$ cat src/rtl/pkt_fifo_drain_sorter.sv
// Drains single-word packets from a sync FIFO, validates sync nibble and XOR checksum,
// forwards good words on a registered valid/ready stream and counts/flags dropped ones.
module pkt_fifo_drain_sorter #(
  parameter logic [3:0] SYNC_NIBBLE = 4'hA,
  parameter int         CNT_WIDTH   = 16
) (
  input  logic                 clk,
  input  logic                 rst_n,
  input  logic [31:0]          fifo_rd_data,
  input  logic                 fifo_empty,
  output logic                 fifo_rd_en,
  input  logic                 enable,
  output logic                 out_valid,
  input  logic                 out_ready,
  output logic [31:0]          out_data,
  output logic [1:0]           out_class,
  input  logic                 cnt_clr,
  output logic [CNT_WIDTH-1:0] ok_cnt,
  output logic [CNT_WIDTH-1:0] drop_cnt,
  output logic                 err_sync,
  output logic                 err_csum
);

  typedef enum logic [1:0] {
    IDLE  = 2'd0,
    CHECK = 2'd1,
    OUT   = 2'd2
  } state_t;

  state_t state, state_nxt;

  logic       sync_bad;
  logic       csum_bad;
  logic [7:0] csum_calc;
  logic       load_out;
  logic       out_release;
  logic       ok_inc;
  logic       drop_inc;

  // Checks are only meaningful in CHECK, where the popped word is on fifo_rd_data.
  assign csum_calc = fifo_rd_data[31:24] ^ fifo_rd_data[23:16] ^ fifo_rd_data[15:8];
  assign sync_bad  = (fifo_rd_data[31:28] != SYNC_NIBBLE);
  assign csum_bad  = (fifo_rd_data[7:0] != csum_calc);

  always_ff @(posedge clk or negedge rst_n) begin
    if (!rst_n) begin
      state <= IDLE;
    end else begin
      state <= state_nxt;
    end
  end

  always_comb begin
    state_nxt   = state;
    fifo_rd_en  = 1'b0;
    load_out    = 1'b0;
    out_release = 1'b0;
    ok_inc      = 1'b0;
    drop_inc    = 1'b0;
    case (state)
      IDLE: begin
        fifo_rd_en = enable & ~fifo_empty;
        if (fifo_rd_en) begin
          state_nxt = CHECK;
        end
      end
      CHECK: begin
        if (!sync_bad && !csum_bad) begin
          load_out  = 1'b1;
          ok_inc    = 1'b1;
          state_nxt = OUT;
        end else begin
          drop_inc  = 1'b1;
          state_nxt = IDLE;
        end
      end
      OUT: begin
        if (out_ready) begin
          out_release = 1'b1;
          state_nxt   = IDLE;
        end
      end
      default: begin
        state_nxt = IDLE;
      end
    endcase
  end

  always_ff @(posedge clk or negedge rst_n) begin
    if (!rst_n) begin
      out_valid <= 1'b0;
      out_data  <= 32'd0;
      out_class <= 2'd0;
    end else begin
      if (load_out) begin
        out_valid <= 1'b1;
        out_data  <= fifo_rd_data;
        out_class <= fifo_rd_data[27:26];
      end else if (out_release) begin
        out_valid <= 1'b0;
      end
    end
  end

  // Clear takes priority over a same-cycle increment; counters stick at all-ones.
  always_ff @(posedge clk or negedge rst_n) begin
    if (!rst_n) begin
      ok_cnt   <= '0;
      drop_cnt <= '0;
      err_sync <= 1'b0;
      err_csum <= 1'b0;
    end else if (cnt_clr) begin
      ok_cnt   <= '0;
      drop_cnt <= '0;
      err_sync <= 1'b0;
      err_csum <= 1'b0;
    end else begin
      if (ok_inc && (ok_cnt != '1)) begin
        ok_cnt <= ok_cnt + CNT_WIDTH'(1);
      end
      if (drop_inc && (drop_cnt != '1)) begin
        drop_cnt <= drop_cnt + CNT_WIDTH'(1);
      end
      err_sync <= err_sync | (drop_inc & sync_bad);
      err_csum <= err_csum | (drop_inc & csum_bad);
    end
  end

endmodule

$ cat config.mk
export PLATFORM = sky130hd
export DESIGN_NAME = pkt_fifo_drain_sorter
export DESIGN_NICKNAME = d
export VERILOG_FILES = /design/src/rtl/pkt_fifo_drain_sorter.sv
export SDC_FILE = /design/constraint.sdc
export NUM_CORES = 1
export LEC_CHECK = 0
export CORE_MARGIN = 1
export CORE_UTILIZATION = 57
export CTS_CLUSTER_DIAMETER = 200
export DETAILED_ROUTE_END_ITERATION = 12
export DONT_BUFFER_PORTS = 1
export HOLD_SLACK_MARGIN = 0.03
export PLACE_DENSITY = 0.75
export SLEW_MARGIN = 40
export SYNTH_ARGS = -nofsm -noshare
export SYNTH_HDL_FRONTEND = slang
export SYNTH_SLANG_ARGS = --single-unit
$ cat constraint.sdc
create_clock -name clk -period 2.2 [get_ports clk]
set_input_delay 0.44 -clock clk [delete_from_list [all_inputs] [get_ports clk]]
set_output_delay 0.44 -clock clk [all_outputs]
set_load 0.02 [all_outputs]
Yosys cells after proc, flatten, opt, wreduce, memory -nomap -nowiden
Index checks and enable logic that the tools add are counted.
- eq/ne operators: 8
- reductions and logical operators: 10
- add/subtract/negate cells: 2
- bitwise gates (word level): 8
- mux-type cells: 19
- operator list (cell ; number):
    16-bit 2-to-1 mux ; 4
    16-bit by 1-bit adder with 16-bit output, second input constant ; 2
    16-bit inequality test, second input constant ; 2
    8-bit XOR ; 2
    1-bit 2-to-1 mux ; 11
    8-bit inequality test ; 1
    2-bit 2-to-1 mux ; 3
    2-bit case mux with 3 select lines ; 1
    2-bit nonzero test ; 3
    2-bit inequality test, second input constant ; 2
    4-bit inequality test, second input constant ; 1
    1-bit bitwise AND ; 3
    1-bit logical AND ; 3
    2-bit by 1-bit equality test with 1-bit output, second input constant ; 1
    2-bit equality test, second input constant ; 1
    1-bit zero test ; 2
    2-bit zero test ; 1
    1-bit bitwise OR ; 2
    2-bit AND reduction ; 1
    1-bit inverter ; 1
- flip-flop bits (word level): 71
- input port bits: 38
- logic and storage cells: 55

Depth between registers and ports, before layout
- word-level depth: 10
- mapped depth: 8
- depth with buffers taken out: 7

Least setup slack after synthesis
Ideal clock, no wire load.
- path type: input -> register
- from: input fifo_rd_data[11]
- to: register ok_cnt[13]
- arrival time: 2.181 ns
- path slack: -0.106 ns
- cell stages on the path: 7
- required time: 2.075 ns
- path buffers: 1
- library setup time: 0.125 ns
- cell sequence: xnor2_1 -> xnor2_1 -> nand4_1 -> or4_4 -> buf_6 -> nor4_1 -> mux2_2
- cells in the longest elaborated chain, start to end: 8
- ends and longest elaborated chain (what ; line ; source):
    start, declared ; 9 ; input logic [31:0] fifo_rd_data,
    8-bit XOR ; 41 ; assign csum_calc = fifo_rd_data[31:24] ^ fifo_rd_data[23:16] ^ fifo_rd_data[15:8];
    8-bit inequality test ; 43 ; assign csum_bad = (fifo_rd_data[7:0] != csum_calc);
    1-bit zero test ; 68 ; if (!sync_bad && !csum_bad) begin
    1-bit logical AND ; 68 ;
    1-bit 2-to-1 mux ; 68 ;
    1-bit 2-to-1 mux ; 60 ; case (state)
    1-bit logical AND ; 118 ; if (ok_inc && (ok_cnt != '1)) begin
    2-bit nonzero test (no line) ; -- ;
    end signal, assigned ; 119 ; ok_cnt <= ok_cnt + CNT_WIDTH'(1);
    end, declared ; 18 ; output logic [CNT_WIDTH-1:0] ok_cnt,
Every way passes these cells.
A chain may end at the register's enable or synchronous reset.

Final worst setup path
- from: input fifo_rd_data[10]
- to: register ok_cnt[6]
The elaborated chain is that of the path after synthesis.

==> impl_metrics.csv <==
group,metric,value,unit
critical_path,cpMaxStageDelayCell,"or4_4",
die,core_area,5890,um^2
sta,finClkSkew,0.0107,ns
sta,max_freq,0.482,GHz
synth,synthCells,319,
sta,fin_crit,2.08,ns
final_layout,diodes,0,
placement,dp.cells,422,
placement,dp_hpwl,5460,um
power_and_ir_drop,finalPower,2.47,mW
global_route,grt_max_degree,70,
synth,synth.area.top_cells,"dfrtp_1, mux2_2, xnor2_1, a21oi_1, o31ai_1",
final_layout,multi_input_area,1720,um^2
sta,rsz0062_at_grt,"false",
clocking,path_clk_slew,0.07,ns
global_route,overflow,0,
synth,synth_edf_count,0,
synth,synth_most_common_cell,"dfrtp_1",
critical_path,worst_setup_path_start_kind,"primary input",
job,drv_cap,0,
die,die_area,6400,um^2
power_and_ir_drop,irDropWorstVdd,0.436,mV
route,drt_iter0_drc,124,
synth,yosys.area.top_type,"dfrtp_1",
synth,synth_area,3470,um^2
synth,syn_nets,359,
critical_path,slowest_delay,0.67,ns
clocking,numCtsBuffers,9,
route,drt_pass1_iterations,4,
die,start_util,0.589,
power_and_ir_drop,p_leak,1.85,nW
final_layout,nNetsFinal,400,
sta,period_share,0.943,
clocking,ctsHoldBuffers,2,
critical_path,crit_chain,"xor2_1, xnor2_1, nand4_1, or4_4, nor4_2, mux2_2",
global_route,antenna_found_initial,0,
sta,worst_pin_slew,0.421,ns
clocking,cts_num_sinks,69,
clocking,cts.repair.resized,0,
synth,ys_seq_area_frac,0.498,
die,num_io_pins,108,
synth,synth_top_area_share,0.498,
critical_path,critPathMaxFanout,26,
route,viasPerCell,6.04,
hold_path,hold_path_class,"primary input to register",
clocking,clk_latency,0.35,ns
die,dieWidth,80.0,um
route,routedWlPerCell,17.5,um
sta,slew_viol_final,0,
synth,syn_area_per_cell,10.9,um^2
final_layout,design_area,4120,um^2
global_route,grt_use_total,0.253,
final_layout,num-fill-cells,460,
placement,place.port_buffers,0,
sta,finalSetupViolCount,0,
critical_path,cp_data_required_time,2.44,ns
global_route,grt_pass1_wl,12100,um
placement,placed_cell_area,3890,um^2
clocking,h-tree-depth,3,
sta,max_slew_margin,0.717,
sta,hold_viol_final,0,
die,die_h,80.0,um
critical_path,critPathKind,"primary input to register",
power_and_ir_drop,p_per_area,598,nW/um^2
synth,synthArstFlopShare,1.00,
route,vias,2657,
clocking,clockRootBuffer,"clkbuf_8",
synth,synth_common_cells,"dfrtp_1, mux2_2, a21oi_1, nor2_1, xnor2_1",
synth,synth-seq-cells,69,
critical_path,cp-end-kind,"register",
synth,synth_cell_types,41,
route,drt_wl_total,7700,um
status,status,"finished clean",
global_route,grt_pass1_vias,2614,
critical_path,cp.arrival,2.32,ns
final_layout,area.growth.synth_to_final,18.9,%
clocking,cts_tree,"yes",
placement,gp_congestion,0.777,
route,ant_nets,0,
clocking,clk_path_buf_depth,2,
sta,tns,0,ns
final_layout,regArea,1730,um^2
final_layout,layout.cells.non_filler,440,
route,drcViolationCount,0,
final_layout,fin_util,0.700,
synth,ys.flop_type,"dfrtp_1",
final_layout,drive_above_1_share,0.307,
clocking,cts_setup_buffers,0,
synth,ys_warn_count,0,
die,num_rows,28,
through the flow:
step | hold slack [ns] | setup WS [ns]
2_1_floorplan | 0.144 | -0.0848
3_3_place_gp | 0.146 | -0.288
3_5_place_dp | 0.146 | -0.295
4_1_cts | 0.130 | 0.0765
5_1_grt | 0.127 | 0.0150
6_report | 0.139 | 0.124
registers in the layout, summed over array words and instances (netlist names):
signal	flops
err_sync	1
err_csum	1
out_valid	1
drop_cnt	16
state	2
out_data	32
ok_cnt	16
layer usage:
layer | share of wire | track usage | up-vias | wire length (um)
met5 | 0 | 0 | - | 0
met4 | 0.015 | 0.100 | 0 | 114
met3 | 0.088 | 0.107 | 13 | 680
met2 | 0.50 | 0.412 | 102 | 3880
met1 | 0.39 | 0.295 | 1296 | 3020
li1 | - | - | 1246 | -
critical path, delay by kind of cell:
kind	cells	cell delay (ns)
multiplexers	1	0.37
AND/OR/NAND/NOR	3	1.15
XOR/XNOR	2	0.36
path summary, 6_finish.rpt:
| kind | from | to | slack (ns) | cells past startpoint |
|---|---|---|---|---|
| max | fifo_rd_data[10] | ok_cnt[6] | 0.12 | 6 |
| min | cnt_clr | ok_cnt[14] | 0.14 | 1 |
| max reg2reg | drop_cnt[0] | drop_cnt[13] | 0.14 | 7 |
| min reg2reg | state[1] | state[0] | 0.55 | 2 |
| max in group asynchronous | rst_n | out_data[0] | 1.26 | 2 |
| min in group asynchronous | rst_n | ok_cnt[5] | 0.62 | 2 |
layout by cell type, fill, tap and decap left out, drive strengths merged, types with 4 or more instances in the layout:
master	Yosys	final
clkbuf	7	12
a21oi	21	21
nor2b	12	12
dfrtp	69	69
nor2	20	20
or4	11	11
o21ai	7	7
nand3	10	10
mux2	39	39
xor2	4	4
xnor2	20	20
buf	9	45
nand2b	6	6
nand4	10	10
nor3	4	4
nand2	15	15
o31ai	11	11
nor4	9	9
or3	7	7
kinds of logic (layout without fill, tap and decap cells):
kind of cell | after synthesis | in the layout | synth area share
adders and majority gates | 2 | 2 | 0.00722
xor gates and xnor gates | 24 | 24 | 0.0606
DFF | 69 | 69 | 0.498
muxes | 40 | 40 | 0.130
buffers and inverters | 19 | 65 | 0.0274
AOI/OAI and AO/OA | 45 | 45 | 0.0776
and+or+nand+nor | 120 | 120 | 0.200
layout make-up:
cell class | instances | share of cell area
multi-input cells | 231 | 0.417
well taps | 75 | 0.0228
inverters | 3 | 0.00273
repair buffers | 46 | 0.0923
clock inverters | 4 | 0.0115
flip-flops and latches | 69 | 0.419
clock buffers | 12 | 0.0352
where the power goes:
part | switching (mW) | internal (mW) | total (mW)
logic | 0.0766 | 0.0739 | 0.150
registers | 0.0129 | 1.28 | 1.29
clock network | 0.474 | 0.551 | 1.03
total | 0.563 | 1.90 | 2.47
Power figures use the tool's default switching activity.
